## config.mk

```make
export PLATFORM = sky130hd
export DESIGN_NAME = rx_pcrc_ctrl
export DESIGN_NICKNAME = d
export VERILOG_FILES = /design/src/rtl/rx_pcrc_ctrl.sv
export SDC_FILE = /design/constraint.sdc
export NUM_CORES = 1
export LEC_CHECK = 0
export BUFFER_PORTS_ARGS = -buffer_cell sky130_fd_sc_hd__buf_4
export CAP_MARGIN = 30
export CORE_ASPECT_RATIO = 0.75
export CORE_UTILIZATION = 50
export DETAILED_ROUTE_END_ITERATION = 16
export GPL_TIMING_DRIVEN = 0
export HOLD_SLACK_MARGIN = 0.08
export PLACE_DENSITY_LB_ADDON = 0.05
export REMOVE_ABC_BUFFERS = 1
export SYNTH_ARGS = -nofsm -noshare
export SYNTH_HDL_FRONTEND = slang
export SYNTH_SLANG_ARGS = --single-unit
```

## constraint.sdc

```tcl
create_clock -name clk -period 3.14 [get_ports clk]
set_input_delay 0.785 -clock clk [delete_from_list [all_inputs] [get_ports clk]]
set_output_delay 0.785 -clock clk [all_outputs]
set_load 0.05 [all_outputs]
```

## src/rtl/rx_pcrc_ctrl.sv

```systemverilog
// rx_pcrc_ctrl: receive-side preface CRC sequencer for CAN XL.
// Tracks SOF..last covered header bit, gates the PCRC engine,
// shifts in the 13-bit PCRC field and reports ok/err.
// Ports:
//   clk, g_rst       clock, async active-high reset
//   bit_strobe       sample-point pulse, rx_bit valid
//   rx_bit           sampled bus bit (0 = dominant)
//   de_stuff         strobed bit is a stuff bit
//   rx_abort         abandon the current check
//   pcrc_frm         computed CRC from the engine
//   pcrc_enable      engine update enable
//   pcrc_init        engine initialize
//   hdr_active       in header phase
//   fld_active       in field phase
//   rx_pcrc          received PCRC field
//   pcrc_ok/err      one-cycle result pulses
module rx_pcrc_ctrl #(
   parameter int HDR_BITS = 39,
   parameter int PCRC_W   = 13
) (
   input  logic              clk,
   input  logic              g_rst,
   input  logic              bit_strobe,
   input  logic              rx_bit,
   input  logic              de_stuff,
   input  logic              rx_abort,
   input  logic [PCRC_W-1:0] pcrc_frm,
   output logic              pcrc_enable,
   output logic              pcrc_init,
   output logic              hdr_active,
   output logic              fld_active,
   output logic [PCRC_W-1:0] rx_pcrc,
   output logic              pcrc_ok,
   output logic              pcrc_err
);

   typedef enum logic [1:0] {
      IDLE,
      HDR,
      FLD,
      CHK
   } state_t;

   localparam logic [5:0] HDR_LAST = 6'(HDR_BITS - 1);
   localparam logic [5:0] FLD_LAST = 6'(PCRC_W - 1);

   state_t            r_state;
   logic [5:0]        r_bit_cnt;
   logic [PCRC_W-1:0] r_rx_pcrc;

   logic w_vbit;
   logic w_match;

   // Stuff bits are invisible to counting, CRC and field capture.
   assign w_vbit  = bit_strobe & ~de_stuff;
   assign w_match = (r_rx_pcrc == pcrc_frm);

   always_ff @(posedge clk or posedge g_rst) begin
      if (g_rst) begin
         r_state   <= IDLE;
         r_bit_cnt <= '0;
         r_rx_pcrc <= '0;
      end else if (rx_abort) begin
         r_state   <= IDLE;
         r_bit_cnt <= '0;
      end else begin
         unique case (r_state)
            IDLE: begin
               if (w_vbit && !rx_bit) begin
                  r_state   <= HDR;
                  r_bit_cnt <= 6'd1;
                  r_rx_pcrc <= '0;
               end
            end
            HDR: begin
               if (w_vbit) begin
                  if (r_bit_cnt == HDR_LAST) begin
                     r_state   <= FLD;
                     r_bit_cnt <= '0;
                  end else begin
                     r_bit_cnt <= r_bit_cnt + 6'd1;
                  end
               end
            end
            FLD: begin
               if (w_vbit) begin
                  r_rx_pcrc <= {r_rx_pcrc[PCRC_W-2:0], rx_bit};
                  r_bit_cnt <= r_bit_cnt + 6'd1;
                  if (r_bit_cnt == FLD_LAST) begin
                     r_state <= CHK;
                  end
               end
            end
            CHK: begin
               r_state   <= IDLE;
               r_bit_cnt <= '0;
            end
            default: begin
               r_state   <= IDLE;
               r_bit_cnt <= '0;
            end
         endcase
      end
   end

   // Engine strobes on the same edge as the bit; abort wins.
   assign pcrc_enable = (r_state == HDR) & w_vbit & ~rx_abort;
   assign pcrc_init   = (r_state == IDLE);
   assign hdr_active  = (r_state == HDR);
   assign fld_active  = (r_state == FLD);
   assign rx_pcrc     = r_rx_pcrc;
   assign pcrc_ok     = (r_state == CHK) & ~rx_abort & w_match;
   assign pcrc_err    = (r_state == CHK) & ~rx_abort & ~w_match;

endmodule

```

# [After elaboration in Yosys (flattened, before gate mapping)]
# Index checks and enable logic that the tools add are counted.
[word_totals] out_inout_bits=19 register_bits=21 word_cells=49 input_bits=19
[op_classes] reduce_logical=7 n_eq_ne=13 bitwise=9 muxes=16 addsub=1
[op_table] op="$mux 6" n=5
[op_table] op="$mux 13" n=2
[op_table] op="$pmux 13 s2" n=1
[op_table] op="$pmux 6 s4" n=1
[op_table] op="$ne 3x2->1 const B" n=5
[op_table] op="$eq 13x13->1" n=1
[op_table] op="$mux 2" n=6
[op_table] op="$pmux 2 s4" n=1
[op_table] op="$add 6x1->6 const B" n=1
[op_table] op="$and 1x1->1" n=6
[op_table] op="$eq 6x4->1 const B" n=1
[op_table] op="$eq 6x6->1 const B" n=1
[op_table] op="$reduce_and 5->1" n=1
[op_table] op="$eq 2x2->1 const B" n=2
[op_table] op="$ne 2x1->1 const B" n=2
[op_table] op="$reduce_and 4->1" n=1
[op_table] op="$not 1->1" n=3
[op_table] op="$reduce_and 3->1" n=1
[op_table] op="$eq 2x1->1 const B" n=1
[op_table] op="$logic_not 2->1" n=1
[op_table] op="$reduce_bool 2->1" n=1
[op_table] op="$logic_and 1x1->1" n=1
[op_table] op="$logic_not 1->1" n=1

# [Longest topological paths before layout]
# Gate-level depths: netlist of run 1.
[logic_depth] word_depth=6 ltp_mapped=8 mapped_depth_nobuf=6

# [Worst setup path after synthesis of run 1]
# No wires, ideal clock.
[synth_timing] kind="input -> output" from="in pcrc_frm[0]" to="out pcrc_ok" arrival_ns=3.022 required_ns=2.355 path_buffers=0 stages=4 path_slack_ns=-0.667 cell_sequence="xor2_1 -> nor4_1 -> nand3_1 -> nor4b_1"
[synth_via] elab_chain_cells=2
[synth_lines] item="start: declaration" line="27" source="input logic [PCRC_W-1:0] pcrc_frm,"
[synth_lines] item="$eq 13x13->1" line="56" source="assign w_match = (r_rx_pcrc == pcrc_frm);"
[synth_lines] item="$and 1x1->1" line="112" source="assign pcrc_ok = (r_state == CHK) & ~rx_abort & w_match;"
[synth_lines] item="end: declaration" line="33" source="output logic pcrc_ok,"
# No other way between the ends.

# [Final worst setup path of run 1]
# Ends and elaborated chain as after synthesis.

==> impl_metrics.prom, run 1 <==
# TYPE chip_impl_metric gauge
chip_impl_metric{name="fill_cells",unit=""} 225
chip_impl_info{name="timing.setup.critical_path_class",value="in -> out"} 1
chip_impl_info{name="crit_path_end_kind",value="output pin"} 1
chip_impl_info{name="crit_path_start_kind",value="input pin"} 1
chip_impl_metric{name="worstPathArrival",unit="ns"} 2.09
chip_impl_info{name="synth_top_cells_by_count",value="nand2_1 (32), dfrtp_1 (21), inv_1 (8)"} 1
chip_impl_metric{name="antenna_found_initial",unit=""} 0
chip_impl_metric{name="grt_pass1_wl",unit="um"} 4770
chip_impl_metric{name="timing_hold_violations_final",unit=""} 0
chip_impl_metric{name="avgSynthCellArea",unit="um2"} 9.48
chip_impl_metric{name="die_width",unit="um"} 62.7
chip_impl_metric{name="globalRoute.totalOverflow",unit=""} 0
chip_impl_metric{name="multi_input_comb_area",unit="um2"} 790
chip_impl_metric{name="power.clock.fraction",unit="%"} 16.0
chip_impl_metric{name="post_dp_hpwl",unit="um"} 2230
chip_impl_metric{name="htree_num_levels",unit=""} 1
chip_impl_metric{name="setup-violations-final",unit=""} 0
chip_impl_metric{name="gr-usage-all-layers",unit="%"} 21.5
chip_impl_metric{name="async_flop_share",unit="%"} 100
chip_impl_metric{name="post_synthesis_mux_area_share",unit="%"} 1.54
chip_impl_metric{name="design.die.area",unit="um2"} 2980
chip_impl_metric{name="synth_warnings",unit=""} 0
chip_impl_metric{name="layout-area-overhead-vs-synth",unit="%"} 23.9
chip_impl_info{name="synth_top_family_by_area",value="compound AO/OA/AOI/OAI gates"} 1
chip_impl_metric{name="drive_gt1_share",unit="%"} 31.9
chip_impl_metric{name="port_buffers",unit=""} 37
chip_impl_metric{name="post_route_clock_period_utilization",unit="%"} 91.6
chip_impl_metric{name="synth-edff-count",unit=""} 0
chip_impl_metric{name="min_delay_path_depth",unit=""} 2
chip_impl_info{name="unrepaired_setup_endpoints_after_global_routing",value="no"} 1
chip_impl_metric{name="required",unit="ns"} 2.35
chip_impl_info{name="synth_largest_area_cell",value="dfrtp_1"} 1
chip_impl_metric{name="worstSkewPairLatency",unit="ns"} 0.26
chip_impl_metric{name="wl_per_cell",unit="um"} 13.2
chip_impl_metric{name="power.share.combinational",unit="%"} 51.0
chip_impl_metric{name="critical_path_peak_fanout",unit=""} 2
chip_impl_metric{name="power.leakage",unit="nW"} 0.795
chip_impl_metric{name="floorplan.initialDensity",unit="%"} 52.8
chip_impl_metric{name="vias_per_cell",unit=""} 5.26
chip_impl_metric{name="finClkSkew",unit="ns"} 0.00144
chip_impl_metric{name="count_of_boundary_i_o_pins",unit=""} 38
chip_impl_metric{name="first_pass_iters",unit=""} 4
chip_impl_metric{name="post_synth_and_or_nand_nor_area_fraction",unit="%"} 20.0
chip_impl_info{name="post_synth_main_area_contributors",value="dfrtp_1 (38%), nand2_1 (8.7%), ha_1 (6.3%)"} 1
chip_impl_info{name="synthMostInstantiatedCell",value="nand2_1"} 1
chip_impl_metric{name="adder_cell_area_share_of_the_yosys_netlist",unit="%"} 6.33
chip_impl_metric{name="r2r_setup_slack",unit="ns"} 0.72
chip_impl_metric{name="routed_wirelength",unit="um"} 2880
chip_impl_metric{name="number_of_clock_sinks",unit=""} 21
chip_impl_metric{name="antenna_violating_nets_post_route",unit=""} 0
chip_impl_metric{name="detail_route.iter0.violations",unit=""} 57
chip_impl_metric{name="layout_min_cycle_time",unit="ns"} 2.88
chip_impl_metric{name="vias_in_the_first_global_route",unit=""} 994
chip_impl_metric{name="gpl_congestion",unit=""} 0.768
chip_impl_metric{name="total_of_max_cap_violations",unit=""} 0
chip_impl_metric{name="fmax",unit="GHz"} 0.348
chip_impl_metric{name="worstRegToRegCells",unit=""} 6
chip_impl_metric{name="sequential_cell_area",unit="um2"} 526
chip_impl_metric{name="switching_share",unit="%"} 45.8
chip_impl_metric{name="post_synth_instance_area",unit="um2"} 1380
chip_impl_metric{name="postLayoutCoreUtil",unit="%"} 65.4
chip_impl_metric{name="die_h",unit="um"} 47.6
chip_impl_metric{name="ys_seq_elements",unit=""} 21
chip_impl_metric{name="grt_max_degree",unit=""} 27
chip_impl_metric{name="slew_violations",unit=""} 0
chip_impl_metric{name="synth_xor_area_share",unit="%"} 8.23
chip_impl_metric{name="antenna-diode-count",unit=""} 0
chip_impl_metric{name="detail_route.drc_violations",unit=""} 0
chip_impl_info{name="tritoncts",value="built"} 1
chip_impl_info{name="hold_path_class",value="reg -> reg"} 1
chip_impl_metric{name="synth-compound-area-share",unit="%"} 20.5
chip_impl_info{name="synthFlopType",value="dfrtp_1"} 1
chip_impl_metric{name="power.internal",unit="mW"} 0.593
chip_impl_metric{name="netlist_instances",unit=""} 146
chip_impl_metric{name="fin_tns_setup",unit="ns"} 0
chip_impl_metric{name="cts_setup_buffers",unit=""} 0
chip_impl_metric{name="seq_area_frac_synth",unit="%"} 38.0
chip_impl_metric{name="slew_headroom",unit="%"} 42.1
chip_impl_metric{name="pwr_density_cell",unit="nW/um2"} 639
chip_impl_metric{name="cts-root-to-sink-buffers",unit=""} 2
chip_impl_info{name="run_status",value="completed"} 1
chip_impl_metric{name="design.core.area",unit="um2"} 2620
chip_impl_metric{name="path_clk_slew",unit="ns"} 0.07
chip_impl_metric{name="cts-buffers-inserted",unit=""} 3
chip_impl_info{name="cts-root-buf",value="clkbuf_8"} 1
chip_impl_metric{name="route.vias.total",unit=""} 1147
chip_impl_metric{name="number_of_cell_rows",unit=""} 16
chip_impl_metric{name="synth_cell_type_count",unit=""} 42
chip_impl_metric{name="p_switching",unit="mW"} 0.502
chip_impl_metric{name="seq_power_share",unit="%"} 33.0
chip_impl_metric{name="synth_top_cell_area_share",unit="%"} 38.0
chip_impl_metric{name="final_nets",unit=""} 209
chip_impl_metric{name="worst_pin_slew",unit="ns"} 0.868
chip_impl_metric{name="vdd.ir_drop.worst",unit="mV"} 0.401
## state kept, by name, summed over array words and instances, names as in the netlist
signal and count:
r_bit_cnt 6, r_state 2, rx_pcrc 13
## repair_timing
item,in CTS,in global routing
hold buffers,0,0
hold endpoints to repair,0,0
resized for setup,0,1
endpoints found under the setup margin,0,1
## cells by family (layout without fill, tap and decap cells)
| group | Yosys count | count (layout) |
|---|---|---|
| AND/OR/NAND/NOR | 55 | 55 |
| XOR/XNOR | 13 | 13 |
| flip-flops | 21 | 21 |
| adder cells (fa/ha/maj) | 7 | 7 |
| buffers and inverters | 13 | 49 |
| AO/OA/AOI/OAI | 35 | 35 |
| multiplexers | 2 | 2 |
## power groups by stage
stage / Clock, mW / Combinational [mW] / Sequential [mW]
3_3_place_gp: 0 / 0.544 / 0.364
4_1_cts: 0.181 / 0.561 / 0.362
5_1_grt: 0.193 / 0.611 / 0.371
2_1_floorplan: 0 / 0.328 / 0.439
3_5_place_dp: 0 / 0.559 / 0.368
6_report: 0.175 / 0.559 / 0.362
## critical path: stages
cell and delay (ns):
buf_4 0.11, xor2_1 0.14, nor4_2 0.36, nand3_1 0.12
nor4b_1 0.32, buf_4 0.26
## final cells by class
class | instances | area share [%]
multi-input cells | 112 | 46.1
flip-flops and latches | 21 | 30.7
clock inverters | 1 | 0.292
clock buffers | 3 | 2.41
repair buffers | 37 | 16.2
inverters | 8 | 1.75
well taps | 36 | 2.63
## worst paths after layout
path	startpoint	endpoint
worst max register to register	r_state[0]	rx_pcrc[1]
worst max-delay path	pcrc_frm[0]	pcrc_ok
min in group asynchronous	g_rst	rx_pcrc[4]
worst min-delay path	rx_pcrc[12]	rx_pcrc[12]
worst min register to register	rx_pcrc[12]	rx_pcrc[12]
max in group asynchronous	g_rst	r_state[1]
## routing by layer
layer	global-route usage, %	vias to the layer above	wire [um]
met5	0	-	0
met4	4.19	0	10
met3	5.48	2	181
met2	33.3	30	1280
met1	30.9	537	1410
li1	-	578	-
## cell usage in the layout, fill, tap and decap left out, types with 2 or more instances in the layout
master,count
a22o_1,3
xnor2_1,6
inv_1,8
nor2_1,4
nand3_1,3
a21oi_1,3
nand2_1,32
ha_1,7
buf_4,37
dfrtp_1,21
xor2_1,7
nand2b_1,2
a2111o_1,2
clkbuf_8,3
o21ai_2,7
o21ai_0,4
o21ai_1,7
## metrics by stage
stage	total power, mW	hold slack (ns)	cells	area, um2	worst slack [ns]
global route	1.17	0.576	218	1710	0.0954
detailed placement	0.926	0.520	214	1660	0.132
finish	1.10	0.535	218	1710	0.264
CTS	1.10	0.537	218	1710	0.127
floorplan	0.767	0.500	141	1340	-0.667
global placement	0.908	0.511	214	1660	0.166
Note: power is estimated with default switching activity, not from simulation.
==> run 2, diff against run 1 <==
Settings changed: CTS_BUF_LIST set to sky130_fd_sc_hd__clkbuf_2 sky130_fd_sc_hd__clkbuf_4 sky130_fd_sc_hd__clkbuf_8, PLACE_DENSITY set to 0.77, PLACE_DENSITY_LB_ADDON 0.05 to not set, REMOVE_ABC_BUFFERS 1 to not set.
==> run 2 against run 1 <==
  * Die area stayed put
  * Worst setup slack worse by 0.14 ns
  * Combinational power is 4% higher
  * Hold slack better by 0.018 ns
  * Critical endpoint unchanged
  * Non-clock buffer count rose by 4
  * Cell count is 1.8% higher
  * Clock skew increased by 0.0029 ns
  * Via count rose by 2.0%
  * Highest routed layer unchanged
  * Fmax down 4.6%
  * Global-route usage up 1.9 points
  * Core utilization rose by 1.5 points
  * Largest cell class unchanged
==> impl_metrics.prom, run 2 (synthesis results as in run 1) <==
# TYPE chip_impl_metric gauge
chip_impl_metric{name="design.die.area",unit="um2"} 2980
chip_impl_metric{name="detail_route.drc_violations",unit=""} 0
chip_impl_info{name="timing.setup.critical_path_class",value="in -> out"} 1
chip_impl_info{name="final_common_cell",value="buf_4"} 1
chip_impl_metric{name="routed_wirelength",unit="um"} 3140
chip_impl_metric{name="gpl_congestion",unit=""} 0.780
chip_impl_metric{name="layout-area-overhead-vs-synth",unit="%"} 26.8
chip_impl_metric{name="setup-violations-final",unit=""} 0
chip_impl_info{name="timing.critical_path.mode_cell",value="buf_4"} 1
chip_impl_metric{name="die_width",unit="um"} 62.7
chip_impl_info{name="critPathSlowestCell",value="nor4_1"} 1
chip_impl_metric{name="finalPower",unit="mW"} 1.13
chip_impl_metric{name="slew_violations",unit=""} 0
chip_impl_metric{name="cts_hold_buffers",unit=""} 0
chip_impl_metric{name="wl_per_cell",unit="um"} 14.1
chip_impl_metric{name="gr-usage-all-layers",unit="%"} 23.3
chip_impl_metric{name="critPathBufInv",unit=""} 2
chip_impl_metric{name="worstSkewPairLatency",unit="ns"} 0.26
chip_impl_info{name="crit_path_start_kind",value="input pin"} 1
chip_impl_metric{name="antenna-diode-count",unit=""} 0
chip_impl_metric{name="path_clk_slew",unit="ns"} 0.07
chip_impl_metric{name="power.leakage",unit="nW"} 0.815
chip_impl_metric{name="vdd.ir_drop.worst",unit="mV"} 0.413
chip_impl_metric{name="grt_pass1_wl",unit="um"} 5170
chip_impl_metric{name="detail_route.iter0.violations",unit=""} 56
chip_impl_metric{name="floorplan.initialDensity",unit="%"} 52.8
chip_impl_metric{name="grt_max_degree",unit=""} 22
chip_impl_metric{name="vias_in_the_first_global_route",unit=""} 1078
chip_impl_metric{name="design.core.area",unit="um2"} 2620
chip_impl_info{name="worstPathCellList",value="buf_4, xor2_1, nor4_1, nand3_1, nor4b_2, buf_4"} 1
chip_impl_metric{name="largest_reg_flops",unit=""} 13
chip_impl_metric{name="fmax",unit="GHz"} 0.332
chip_impl_info{name="unrepaired_setup_endpoints_after_global_routing",value="no"} 1
chip_impl_metric{name="layout_min_cycle_time",unit="ns"} 3.02
chip_impl_metric{name="timing_hold_violations_final",unit=""} 0
chip_impl_info{name="reg2reg_to",value="r_state[0]"} 1
chip_impl_metric{name="cts_setup_buffers",unit=""} 0
chip_impl_metric{name="port_buffers",unit=""} 36
chip_impl_metric{name="cts-buffers-inserted",unit=""} 3
chip_impl_metric{name="drive_gt1_share",unit="%"} 32.8
chip_impl_info{name="worstSetupStartpoint",value="pcrc_frm[0]"} 1
chip_impl_metric{name="finClkSkew",unit="ns"} 0.00432
chip_impl_metric{name="cts_resized",unit=""} 0
chip_impl_metric{name="cts-root-to-sink-buffers",unit=""} 2
chip_impl_metric{name="required",unit="ns"} 2.35
chip_impl_info{name="path_delay_family",value="simple AND/OR/NAND/NOR gates"} 1
chip_impl_metric{name="hold-worst-slack",unit="ns"} 0.553
chip_impl_metric{name="path_depth",unit=""} 6
chip_impl_metric{name="postSynthNetCount",unit=""} 172
chip_impl_info{name="crit_path_end_kind",value="output pin"} 1
chip_impl_info{name="cts-root-buf",value="clkbuf_8"} 1
chip_impl_metric{name="final_cells",unit=""} 222
chip_impl_info{name="run_status",value="completed"} 1
chip_impl_metric{name="route.vias.total",unit=""} 1170
chip_impl_metric{name="pwr_density_cell",unit="nW/um2"} 645
chip_impl_info{name="rr_startpoint",value="r_state[0]"} 1
chip_impl_metric{name="antenna_violating_nets_post_route",unit=""} 0
chip_impl_metric{name="fin_tns_setup",unit="ns"} 0
chip_impl_info{name="most_used_cells_in_the_layout_excluding_fill_and_tap_cells",value="buf_4 (37), nand2_1 (32), dfrtp_1 (21)"} 1
chip_impl_metric{name="r2r_setup_slack",unit="ns"} 1.22
chip_impl_metric{name="total_of_max_cap_violations",unit=""} 0
chip_impl_metric{name="number_of_cell_rows",unit=""} 16
chip_impl_metric{name="worst_pin_slew",unit="ns"} 0.801
chip_impl_metric{name="final_nets",unit=""} 213
chip_impl_metric{name="critical_path_peak_fanout",unit=""} 2
chip_impl_info{name="critPathCapture",value="pcrc_ok"} 1
chip_impl_info{name="hold_path_class",value="reg -> reg"} 1
chip_impl_metric{name="antenna_found_initial",unit=""} 0
chip_impl_metric{name="number_of_clock_sinks",unit=""} 21
chip_impl_metric{name="htree_num_levels",unit=""} 1
chip_impl_info{name="tritoncts",value="built"} 1
chip_impl_metric{name="die_h",unit="um"} 47.6
chip_impl_metric{name="post_dp_hpwl",unit="um"} 2430
chip_impl_metric{name="slew_headroom",unit="%"} 46.6
chip_impl_metric{name="worstPathArrival",unit="ns"} 2.23
chip_impl_metric{name="worstRegToRegCells",unit=""} 7
chip_impl_metric{name="placedCellCount",unit=""} 218
chip_impl_metric{name="first_pass_iters",unit=""} 4
chip_impl_metric{name="globalRoute.totalOverflow",unit=""} 0
chip_impl_metric{name="count_of_boundary_i_o_pins",unit=""} 38
chip_impl_metric{name="post_route_clock_period_utilization",unit="%"} 96.0
chip_impl_metric{name="critPathMaxStageDelay",unit="ns"} 0.53
chip_impl_metric{name="vias_per_cell",unit=""} 5.27
run 2: worst min-delay path: stages (launching register included):
cell	delay, ns
dfrtp_1	0.39
nand2_1	0.08
o21ai_2	0.05
run 2: report_power, final:
group	switching (mW)	internal, mW
Clock	0.0898	0.0992
Combinational	0.374	0.205
Sequential	0.0527	0.312
run 2: worst min path at each step:
stage                       from      endpoint  slack [ns]  cells after the start
floorplan           r_bit_cnt[3]  r_bit_cnt[3]        0.50                      1
global placement     rx_pcrc[12]   rx_pcrc[12]        0.51                      2
detailed placement  r_bit_cnt[3]  r_bit_cnt[3]        0.54                      1
CTS                 r_bit_cnt[3]  r_bit_cnt[3]        0.56                      1
global route         rx_pcrc[12]   rx_pcrc[12]        0.58                      2
finish               rx_pcrc[12]   rx_pcrc[12]        0.55                      2
run 2: area by class of cell:
type | count | area (um2)
tap | 36 | 45.0
sequential | 21 | 526
timing repair buffer | 36 | 270
multi-input combinational | 112 | 790
clock buffer | 4 | 48.8
fill | 218 | 868
inverter | 8 | 30.0
buffer | 5 | 45.0
run 2: metrics by stage:
stage	setup slack, ns	cell area (um2)	util [%]
floorplan	0.00261	1390	-
global placement	0.185	1710	65.0
detailed placement	0.157	1710	65.0
CTS	0.150	1750	66.9
global route	0.0298	1750	66.9
finish	0.124	1750	66.9
run 2: metal layers:
metal	vias to the layer above	GRT usage, %	share of wire (%)
li1	583	-	-
met1	547	32.1	48
met2	33	37.4	46
met3	7	5.00	4.5
met4	0	8.37	1.7
met5	-	0	0
